## config.mk

```make
export PLATFORM = sky130hd
export DESIGN_NAME = store_commit_buffer
export DESIGN_NICKNAME = d
export VERILOG_FILES = /design/src/rtl/store_commit_buffer.sv
export SDC_FILE = /design/constraint.sdc
export NUM_CORES = 1
export LEC_CHECK = 0
export ABC_AREA = 1
export CAP_MARGIN = 25
export CORE_MARGIN = 2
export CORE_UTILIZATION = 30
export DETAILED_ROUTE_END_ITERATION = 10
export PLACE_DENSITY = 0.59
export SLEW_MARGIN = 20
export SYNTH_ARGS = -nofsm -noshare
export SYNTH_HDL_FRONTEND = slang
export SYNTH_SLANG_ARGS = --single-unit
export TNS_END_PERCENT = 1
```

## constraint.sdc

```tcl
create_clock -name clk -period 4.1 [get_ports clk]
set_input_delay 0.82 -clock clk [delete_from_list [all_inputs] [get_ports clk]]
set_output_delay 0.82 -clock clk [all_outputs]
set_load 0.005 [all_outputs]
```

## src/rtl/store_commit_buffer.sv

```systemverilog
// Store commit buffer: FIFO of retired stores drained one byte per cycle to a granted byte port.
// Optional macro STORE_BUF_HAZARD_EN enables exact address-overlap hazard; otherwise hazard = !empty.
//
// state  | meaning
// IDLE   | no store being drained; leaves when count>0
// REQ    | mem_req asserted, waiting for mem_gnt
// WRITE  | grant held, writing byte byte_idx of the head entry each cycle
module store_commit_buffer #(
   parameter int DEPTH = 8,
   parameter int PTR_W = 3
) (
   input  logic        clk,
   input  logic        rst_n,
   input  logic        rdy,
   input  logic        push_valid,
   input  logic [31:0] push_addr,
   input  logic [31:0] push_data,
   input  logic [1:0]  push_size,
   output logic        push_ready,
   output logic        empty,
   input  logic [31:0] qry_addr,
   input  logic [1:0]  qry_size,
   output logic        hazard,
   output logic        mem_req,
   input  logic        mem_gnt,
   output logic        mem_wr,
   output logic [31:0] mem_a,
   output logic [7:0]  mem_dout
);

   typedef enum logic [1:0] {S_IDLE, S_REQ, S_WRITE} state_t;

   localparam logic [PTR_W:0]   FULL_CNT = DEPTH[PTR_W:0];
   localparam logic [PTR_W:0]   CNT_ONE  = 1;
   localparam logic [PTR_W-1:0] PTR_ONE  = 1;

   logic [31:0]      addr_q [DEPTH];
   logic [31:0]      data_q [DEPTH];
   logic [1:0]       size_q [DEPTH];
   logic [DEPTH-1:0] valid_q;
   logic [PTR_W-1:0] head_q, tail_q;
   logic [PTR_W:0]   count_q, count_d;
   logic [1:0]       byte_idx_q, byte_idx_d;
   state_t           state_q, state_d;

   logic push_acc, pop, last_byte;

   function automatic logic [1:0] last_idx(input logic [1:0] s);
      case (s)
         2'd0:    return 2'd0;
         2'd1:    return 2'd1;
         default: return 2'd3;
      endcase
   endfunction

   function automatic logic [32:0] size_bytes(input logic [1:0] s);
      case (s)
         2'd0:    return 33'd1;
         2'd1:    return 33'd2;
         default: return 33'd4;
      endcase
   endfunction

   // Readiness comes from the registered count only, so a same-edge pop never frees a slot early.
   assign push_ready = (count_q != FULL_CNT);
   assign empty      = (count_q == '0) && (state_q == S_IDLE);
   assign push_acc   = rdy && push_valid && push_ready;
   assign last_byte  = (byte_idx_q == last_idx(size_q[head_q]));
   assign pop        = rdy && (state_q == S_WRITE) && last_byte;

   always_comb begin
      count_d = count_q;
      unique case ({push_acc, pop})
         2'b10:   count_d = count_q + CNT_ONE;
         2'b01:   count_d = count_q - CNT_ONE;
         default: count_d = count_q;
      endcase
   end

   always_comb begin
      state_d    = state_q;
      byte_idx_d = byte_idx_q;
      mem_req    = 1'b0;
      mem_wr     = 1'b0;
      mem_a      = 32'd0;
      mem_dout   = 8'd0;
      unique case (state_q)
         S_IDLE: begin
            if (count_q != '0) state_d = S_REQ;
         end
         S_REQ: begin
            mem_req = rdy;
            if (mem_gnt) begin
               state_d    = S_WRITE;
               byte_idx_d = 2'd0;
            end
         end
         S_WRITE: begin
            mem_req  = rdy;
            mem_wr   = rdy;
            mem_a    = addr_q[head_q] + {30'd0, byte_idx_q};
            mem_dout = data_q[head_q][{byte_idx_q, 3'b000} +: 8];
            if (last_byte) begin
               byte_idx_d = 2'd0;
               state_d    = (count_d != '0) ? S_REQ : S_IDLE;
            end else begin
               byte_idx_d = byte_idx_q + 2'd1;
            end
         end
         default: state_d = S_IDLE;
      endcase
   end

   always_ff @(posedge clk or negedge rst_n) begin
      if (!rst_n) begin
         state_q    <= S_IDLE;
         byte_idx_q <= 2'd0;
         head_q     <= '0;
         tail_q     <= '0;
         count_q    <= '0;
         valid_q    <= '0;
      end else if (rdy) begin
         state_q    <= state_d;
         byte_idx_q <= byte_idx_d;
         count_q    <= count_d;
         if (pop) begin
            valid_q[head_q] <= 1'b0;
            head_q          <= head_q + PTR_ONE;
         end
         if (push_acc) begin
            valid_q[tail_q] <= 1'b1;
            tail_q          <= tail_q + PTR_ONE;
         end
      end
   end

   // Payload storage needs no reset; valid_q and count_q gate every use of it.
   always_ff @(posedge clk) begin
      if (push_acc) begin
         addr_q[tail_q] <= push_addr;
         data_q[tail_q] <= push_data;
         size_q[tail_q] <= push_size;
      end
   end

`ifdef STORE_BUF_HAZARD_EN
   logic [32:0]      q_lo, q_hi;
   logic [DEPTH-1:0] hit;

   // 33-bit bounds keep a range that ends past 0xFFFFFFFF from matching low addresses.
   assign q_lo = {1'b0, qry_addr};
   assign q_hi = q_lo + size_bytes(qry_size);

   for (genvar g = 0; g < DEPTH; g++) begin : g_cmp
      logic [32:0] e_lo, e_hi;
      assign e_lo   = {1'b0, addr_q[g]};
      assign e_hi   = e_lo + size_bytes(size_q[g]);
      assign hit[g] = valid_q[g] && (e_lo < q_hi) && (q_lo < e_hi);
   end

   assign hazard = |hit;
`else
   logic unused_qry;
   assign unused_qry = ^{qry_addr, qry_size, valid_q, size_bytes(2'd0)};
   assign hazard     = !empty;
`endif

endmodule

```

==> results of run 1 <==
## final cells by class
class                           count  area, um^2  area share [%]
Tap cell                         1050        1310            4.57
Antenna cell                        2        5.00          0.0174
Inverter                          272        1040            3.61
Timing Repair Buffer              194        2100            7.30
Clock buffer                       61        1360            4.72
Multi-Input combinational cell   1338        6480            22.5
Sequential cell                   542       16200            56.4
Clock inverter                     34         254           0.883
## sequential cells by signal, summed over array words and instances, names as in the netlist
| name | cells |
|---|---|
| tail_q | 3 |
| addr_q | 256 |
| state_q | 2 |
| size_q | 16 |
| byte_idx_q | 2 |
| count_q | 4 |
| data_q | 256 |
| head_q | 3 |
## metal layers
layer  wire (um)  share of wire [%]  vias to the layer above
li1            -                  -                     7947
met1       27800                 45                     7770
met2       29000                 47                      396
met3        4130                6.7                       81
met4         885                1.4                       14
met5          80               0.13                        -
## cell usage after synthesis (2+ instances only)
| library cell | count | area [um^2] |
|---|---|---|
| a31oi_1 | 9 | 56.3 |
| o21ai_0 | 164 | 821 |
| nor2_1 | 241 | 905 |
| inv_1 | 269 | 1010 |
| nor2_2 | 15 | 93.8 |
| xor2_1 | 11 | 96.3 |
| clkbuf_1 | 40 | 150 |
| a21oi_1 | 20 | 100 |
| dfrtp_1 | 14 | 350 |
| o221ai_1 | 51 | 447 |
| buf_1 | 7 | 26.3 |
| ha_1 | 11 | 138 |
| nand2_1 | 556 | 2090 |
| buf_4 | 12 | 90.1 |
| o22ai_1 | 15 | 93.8 |
| buf_6 | 9 | 101 |
| nand4_1 | 8 | 50.1 |
| buf_2 | 49 | 245 |
| nand2_2 | 12 | 75.1 |
| edfxtp_1 | 528 | 15900 |
| nor3_1 | 3 | 15.0 |
| nand3_1 | 206 | 1030 |
| inv_2 | 3 | 11.3 |
| o21ai_1 | 5 | 25.0 |
| a32o_1 | 2 | 20.0 |
## how the worst max path moves through the flow
stage | start | to | slack [ns] | cells past startpoint
2_1_floorplan | rdy | addr_q[0][0]$_DFFE_PP_ | -0.73 | 4
3_3_place_gp | head_q[0]$_DFFE_PN0P_ | mem_a[16] | 0.12 | 15
3_5_place_dp | head_q[0]$_DFFE_PN0P_ | mem_a[16] | 0.11 | 15
4_1_cts | head_q[0]$_DFFE_PN0P_ | mem_a[26] | -0.25 | 16
5_1_grt | head_q[0]$_DFFE_PN0P_ | mem_a[28] | -0.36 | 16
6_report | head_q[0]$_DFFE_PN0P_ | mem_a[28] | -0.15 | 16
## report_power, final
part / switching [mW] / leakage, nW / internal [mW]
clock network: 2.09 / 0.786 / 2.51
logic: 4.98 / 5.41 / 2.39
registers: 0.140 / 4.93 / 6.49
## logic make-up after synthesis
| family | share of synthesized area (%) |
|---|---|
| buffers and inverters | 6.81 |
| flip-flops | 67.6 |
| adder cells (fa/ha/maj) | 0.657 |
| AO/OA/AOI/OAI | 6.55 |
| AND/OR/NAND/NOR | 17.9 |
| XOR/XNOR | 0.438 |
| multiplexers | 0.0417 |
## worst register-to-register path, cell delays in order, from the launching register on
cell	delay (ns)
dfrtp_4	0.56
buf_4	0.18
buf_16	0.21
nor2_1	0.23
nor2_1	0.05
nand2_1	0.07
nand3_1	0.08
nand2_1	0.09
nand2_1	0.04
nand2_1	0.05
nand3_1	0.17
nor2_2	0.17
ha_1	0.26
xor2_1	0.26
ha_1	0.28
mux2i_1	0.17
nand2_1	0.08
nor2_1	0.11
nand3_1	0.08
nand2_1	0.06
nand2_1	0.05
nand2_1	0.05
o21ai_0	0.07
## what timing repair did
action	4_1_cts	5_1_grt
pin swaps	10	26
resized for setup	57	92
endpoints found under the hold margin	0	0
cloned	1	0
setup buffers	8	6
endpoints found under the setup margin	38	39
==> metrics.md, run 1 <==
| Metric | Value |
|---|---|
| Status | finished with violations |
| Failing checks | setup timing |
| Reg-to-reg slack, setup | 0.59 ns |
| Final hold violation count | 0 |
| Layout cells sized above 1 | 10.9% |
| Drc violations | 0 |
| Worst Hold Slack | 0.550 ns |
| Drt pass-1 iters | 5 |
| Die area | 82,200 um^2 |
| WL/cell | 17.7 um |
| Starting DRC count in detailed routing | 1,366 |
| Placed cell area | 26,700 um^2 |
| Worst IR Drop VDD | 513 uV |
| Worst slew margin | 50.9% |
| Fin nets | 2,518 |
| Core footprint | 79,000 um^2 |
| Slowest-stage cell, CP | dfrtp_4 |
| I/O Buffers | 115 |
| Worst Hold Depth | 2 |
| Total GRT Usage | 15.0% |
| CP Capture Type | output port |
| # IOs | 150 |
| Vias in the first global route | 15,400 |
| Vias | 16,200 |
| Die Width | 287 um |
| Maxcap violations | 0 |
| Dpl cells | 3,381 |
| Final setup fails | 4 |
| Post-DR vias/cell | 4.64 |
| Mapped Cells | 2,269 |
| Hold Path Sink | tail_q[0]$_DFFE_PN0P_ |
| Synth warn | 0 |
| Commonest cells after routing, fill and taps aside | nand2_1, edfxtp_1, inv_1 |
| Post-synth EDFFs | 528 |
| Detail Route Antenna Nets | 0 |
| Htree depth | 2 |
| PnR worst setup slack | -0.147 ns |
| GRT met2 Usage | 24.5% |
| HP Class | flop to flop |
| Distinct cell type count after synthesis | 34 |
| Filler Cell Count | 7,702 |
| R2R Path End | state_q[0]$_DFFE_PN0P_ |
| Worst Path Required | 3.28 ns |
| Met3 GRT Util | 3.11% |
| Avg Inst Size Synth | 10.6 um^2 |
| Fin crit period | 4.25 ns |
| WS Path Type | flop to output port |
| Post-synthesis sequential area ratio | 67.6% |
| RSZ-0062 raised after global routing | yes |
| Sink Count | 542 |
| Largest net degree at the start of global routing | 137 |
| Hold-fix buffers, CTS | 0 |
| Chip Height | 287 um |
| R2R Path Start | head_q[0]$_DFFE_PN0P_ |
| Buffers & Inverters on Critical Path | 3 |
| Crit share post-route | 104% |
| Clock Tree Buf Depth | 3 |
| Initial antenna violation count | 9 |
| Power Density | 646 nW/um^2 |
| Post-route cell area | 28,800 um^2 |
| First-pass GRT wire length | 94,200 um |
| Grt total ovfl | 0 |
| Max Fclk | 0.235 GHz |
| Starting density of the core | 30.4% |
| Reg2reg path depth | 22 |
| Crit path max fanout | 8 |
| Cell mode on critical path | nand2_1 |
| PnR Total Power | 18.6 mW |
| Clock skew | 0.0208 ns |
| Total Wirelength | 61,900 um |
| Synthesized area | 24,000 um^2 |
| Leak | 11.1 nW |
| Max-slew violation count | 0 |
| TritonCTS clock tree | built |
| Setup TNS | -0.197 ns |
| Slew @ Worst Pin | 0.736 ns |
| Final Non-Filler Cells | 3,493 |
| Min-delay src | tail_q[0]$_DFFE_PN0P_ |
| Critical path data arrival time | 3.43 ns |
| FF+latch count, synth | 542 |
| Final Wtd Congestion | 0.874 |
| Worst skew pair latency | 0.62 ns |
| Critical path, cell by cell | buf_6 -> o21ai_1 -> o22ai_1 -> nor2_1 -> a31oi_1 -> ha_2 -> fa_2 -> inv_2 -> nor2_4 -> nand2_4 -> nor2_4 -> nand2_1 -> nand2_1 -> nand2_1 -> nor2_1 -> clkdlybuf4s50_1 |
| Async set-reset flop share out of synthesis | 2.58% |
| CP peak stage delay | 0.52 ns |
| CTS Root Cell | clkbuf_16 |
| Fin util | 36.4% |
| CTS Buf Count | 53 |
| Area grow syn2layout | 19.9% |
| CP top delay family | buffers and inverters |
| Std-Cell Rows | 103 |
| CP Launch Type | flop |
| Syn nets | 2,386 |
| Ys flop type | edfxtp_1 |
| Pre-CTS worst setup slack | 0.112 ns |
| Most common cell after layout, fill and taps aside | nand2_1 |
| Post-DP HPWL | 35,200 um |
| Clk slew on worst S/H paths | 0.06 ns |
| GRT busiest layer | met2 |
| Met1 Track Usage GR | 20.6% |
Note: power is estimated with default switching activity, not from simulation.
==> run 2: changes to the inputs <==
CAP_MARGIN = unset   (was 25)
clock period = 3.8 ns   (was 4.1 ns; I/O delays follow)
==> metrics.md, run 2 (same netlist as run 1, synthesis figures left out) <==
| Metric | Value |
|---|---|
| Status | finished with violations |
| Failing checks | setup timing |
| Clock skew | 0.0145 ns (-0.00638 ns) |
| CTS Buf Count | 54 (+1.9%) |
| Dpl cells | 3,426 (+1.3%) |
| Maxcap violations | 0 (unchanged) |
| PnR worst setup slack | -0.182 ns (-0.0348 ns) |
| Final Wtd Congestion | 0.872 (-0.31%) |
| Htree depth | 2 (unchanged) |
| Worst IR Drop VDD | 446 uV (-13%) |
| Commonest cells after routing, fill and taps aside | nand2_1, edfxtp_1, inv_1 |
| Fin crit period | 3.98 ns |
| Core footprint | 79,000 um^2 (unchanged) |
| Grt total ovfl | 0 (unchanged) |
| Total Wirelength | 62,300 um (+0.69%) |
| Sink Count | 542 (unchanged) |
| Fin nets | 2,575 (+2.3%) |
| Chip Height | 287 um (unchanged) |
| Max-slew violation count | 0 (unchanged) |
| Sequential Power Share | 34.4% (-1.3 points) |
| Sw frac | 37.9% (-0.91 points) |
| Initial antenna violation count | 10 (+1) |
| Slew @ Worst Pin | 0.791 ns (+0.0545 ns) |
| Final setup fails | 34 (+30) |
| Worst skew pair latency | 0.62 ns (about the same) |
| Crit path max fanout | 8 (unchanged) |
| Filler Cell Count | 7,717 (+0.19%) |
| Layout cells sized above 1 | 13.7% (+2.8 points) |
| Hold-fix buffers, CTS | 0 (unchanged) |
| Final Non-Filler Cells | 3,555 (+1.8%) |
| Slowest-stage cell, CP | dfrtp_4 |
| Starting density of the core | 30.4% (unchanged) |
| TritonCTS clock tree | built |
| WL/cell | 17.5 um (-1.1%) |
| Worst slew margin | 47.2% (-3.6 points) |
| Vias | 16,300 (+0.69%) |
| CTS Root Cell | clkbuf_16 |
| Leak | 11.3 nW (+2.0%) |
| Worst Path Required | 3.04 ns (-0.24 ns) |
| Total GRT Usage | 15.0% (+0.025 points) |
| Area grow syn2layout | 22.1% |
| Critical path data arrival time | 3.22 ns (-0.21 ns) |
| Power Density | 711 nW/um^2 (+9.9%) |
| RSZ-0062 raised after global routing | yes |
| HP Class | flop to flop |
| I/O Buffers | 115 (unchanged) |
| Internal power | 12.9 mW (+14%) |
| Final hold violation count | 0 (unchanged) |
| Drt pass-1 iters | 5 (unchanged) |
| Std-Cell Rows | 103 (unchanged) |
| CP peak stage delay | 0.53 ns (about the same) |
| Setup TNS | -3.43 ns (-3.23 ns) |
| Most common cell after layout, fill and taps aside | nand2_1 |
| Vias in the first global route | 15,600 (+1.2%) |
| Die Width | 287 um (unchanged) |
| Detail Route Antenna Nets | 0 (unchanged) |
| Post-DR vias/cell | 4.59 (-1.1%) |
| Starting DRC count in detailed routing | 1,195 (-13%) |
| Critical path, cell by cell | buf_6 -> nor2_2 -> o22ai_1 -> nor2_1 -> a31oi_1 -> ha_2 -> fa_2 -> inv_2 -> nor2_4 -> nand2_4 -> buf_6 -> nor2_4 -> nand3_2 -> nand2_1 -> nand2_1 -> nor2_1 -> buf_2 |
| Clk slew on worst S/H paths | 0.06 ns (about the same) |
| # IOs | 150 (unchanged) |
| Comb pwr share | 40.5% (+0.9 points) |
| Max Fclk | 0.251 GHz |
| Clock Tree Buf Depth | 3 (unchanged) |
| First-pass GRT wire length | 94,300 um (+0.11%) |
| Top Registers | addr_q (256), data_q (256), size_q (16) |
| Largest net degree at the start of global routing | 92 (-33%) |
| WS Path Type | flop to output port |
| Crit share post-route | 105% |
| Net Switching | 7.88 mW (+9.3%) |
| PnR Total Power | 20.8 mW (+12%) |
| Post-DP HPWL | 35,200 um (about the same) |
| CP Launch Type | flop |
| Die area | 82,200 um^2 (unchanged) |
| Reg area | 16,200 um^2 (unchanged) |
| CP Capture Type | output port |
| Clk pwr share | 25.1% (+0.4 points) |
| Fin util | 37.1% (+0.67 points) |
| Worst Hold Slack | 0.544 ns (-0.00601 ns) |
| Multi-input gate area | 6490 um^2 (+0.25%) |
| Drc violations | 0 (unchanged) |
run 2: layer usage:
layer / vias up / GRT usage (%) / wire length, um
li1: 8055 / - / -
met1: 7744 / 20.2 / 27800
met2: 420 / 24.7 / 29100
met3: 89 / 3.31 / 4180
met4: 12 / 3.86 / 1140
met5: - / 0 / 64
run 2: what timing repair did:
action	CTS	global route
setup endpoints to repair	39	39
buffers inserted	22	2
gates cloned	2	1
pin swaps	25	36
resized for setup	150	78
run 2: per-stage QoR:
stage	worst slack, ns	area, um^2
final	-0.182	29300
after global routing	-0.356	29300
after CTS	-0.207	29100
after detailed placement	-0.0413	27000
after global placement	-0.0163	27000
after floorplan	-0.968	24000
run 2: final cells by class:
type	count	area share, %
diodes	3	0.0256
clock buffers	66	4.77
clock inverters	34	1.09
inverters	272	3.53
multi-input cells	1338	22.2
flip-flops and latches	542	55.4
well taps	1050	4.49
repair buffers	249	8.52
repair inverters	1	0.0214
run 2: power groups by stage:
stage          clock, mW  combinational (mW)  sequential (mW)
2_1_floorplan          0                4.84             7.25
3_3_place_gp           0                7.81             7.28
3_5_place_dp           0                7.85             7.28
4_1_cts             5.32                8.30             7.15
5_1_grt             5.57                9.32             7.19
6_report            5.22                8.43             7.16
run 2: worst max-delay path: cells and delay by family, from the launching register on:
kind	cells	cell delay (ns)
fa+ha+maj	2	0.53
compound gates	2	0.26
buf+inv	4	0.50
flops	1	0.53
simple gates	9	0.79
run 2: path summary, 6_finish.rpt:
path | startpoint | end | slack, ns | depth (start not counted)
worst max-delay path | head_q[0]$_DFFE_PN0P_ | mem_a[24] | -0.18 | 17
worst min-delay path | tail_q[0]$_DFFE_PN0P_ | tail_q[0]$_DFFE_PN0P_ | 0.54 | 2
worst max register to register | head_q[0]$_DFFE_PN0P_ | state_q[0]$_DFFE_PN0P_ | 0.35 | 22
worst min register to register | tail_q[0]$_DFFE_PN0P_ | tail_q[0]$_DFFE_PN0P_ | 0.54 | 2
max in group asynchronous | rst_n | head_q[2]$_DFFE_PN0P_ | 2.69 | 1
min in group asynchronous | rst_n | count_q[2]$_DFFE_PN0P_ | 0.58 | 1
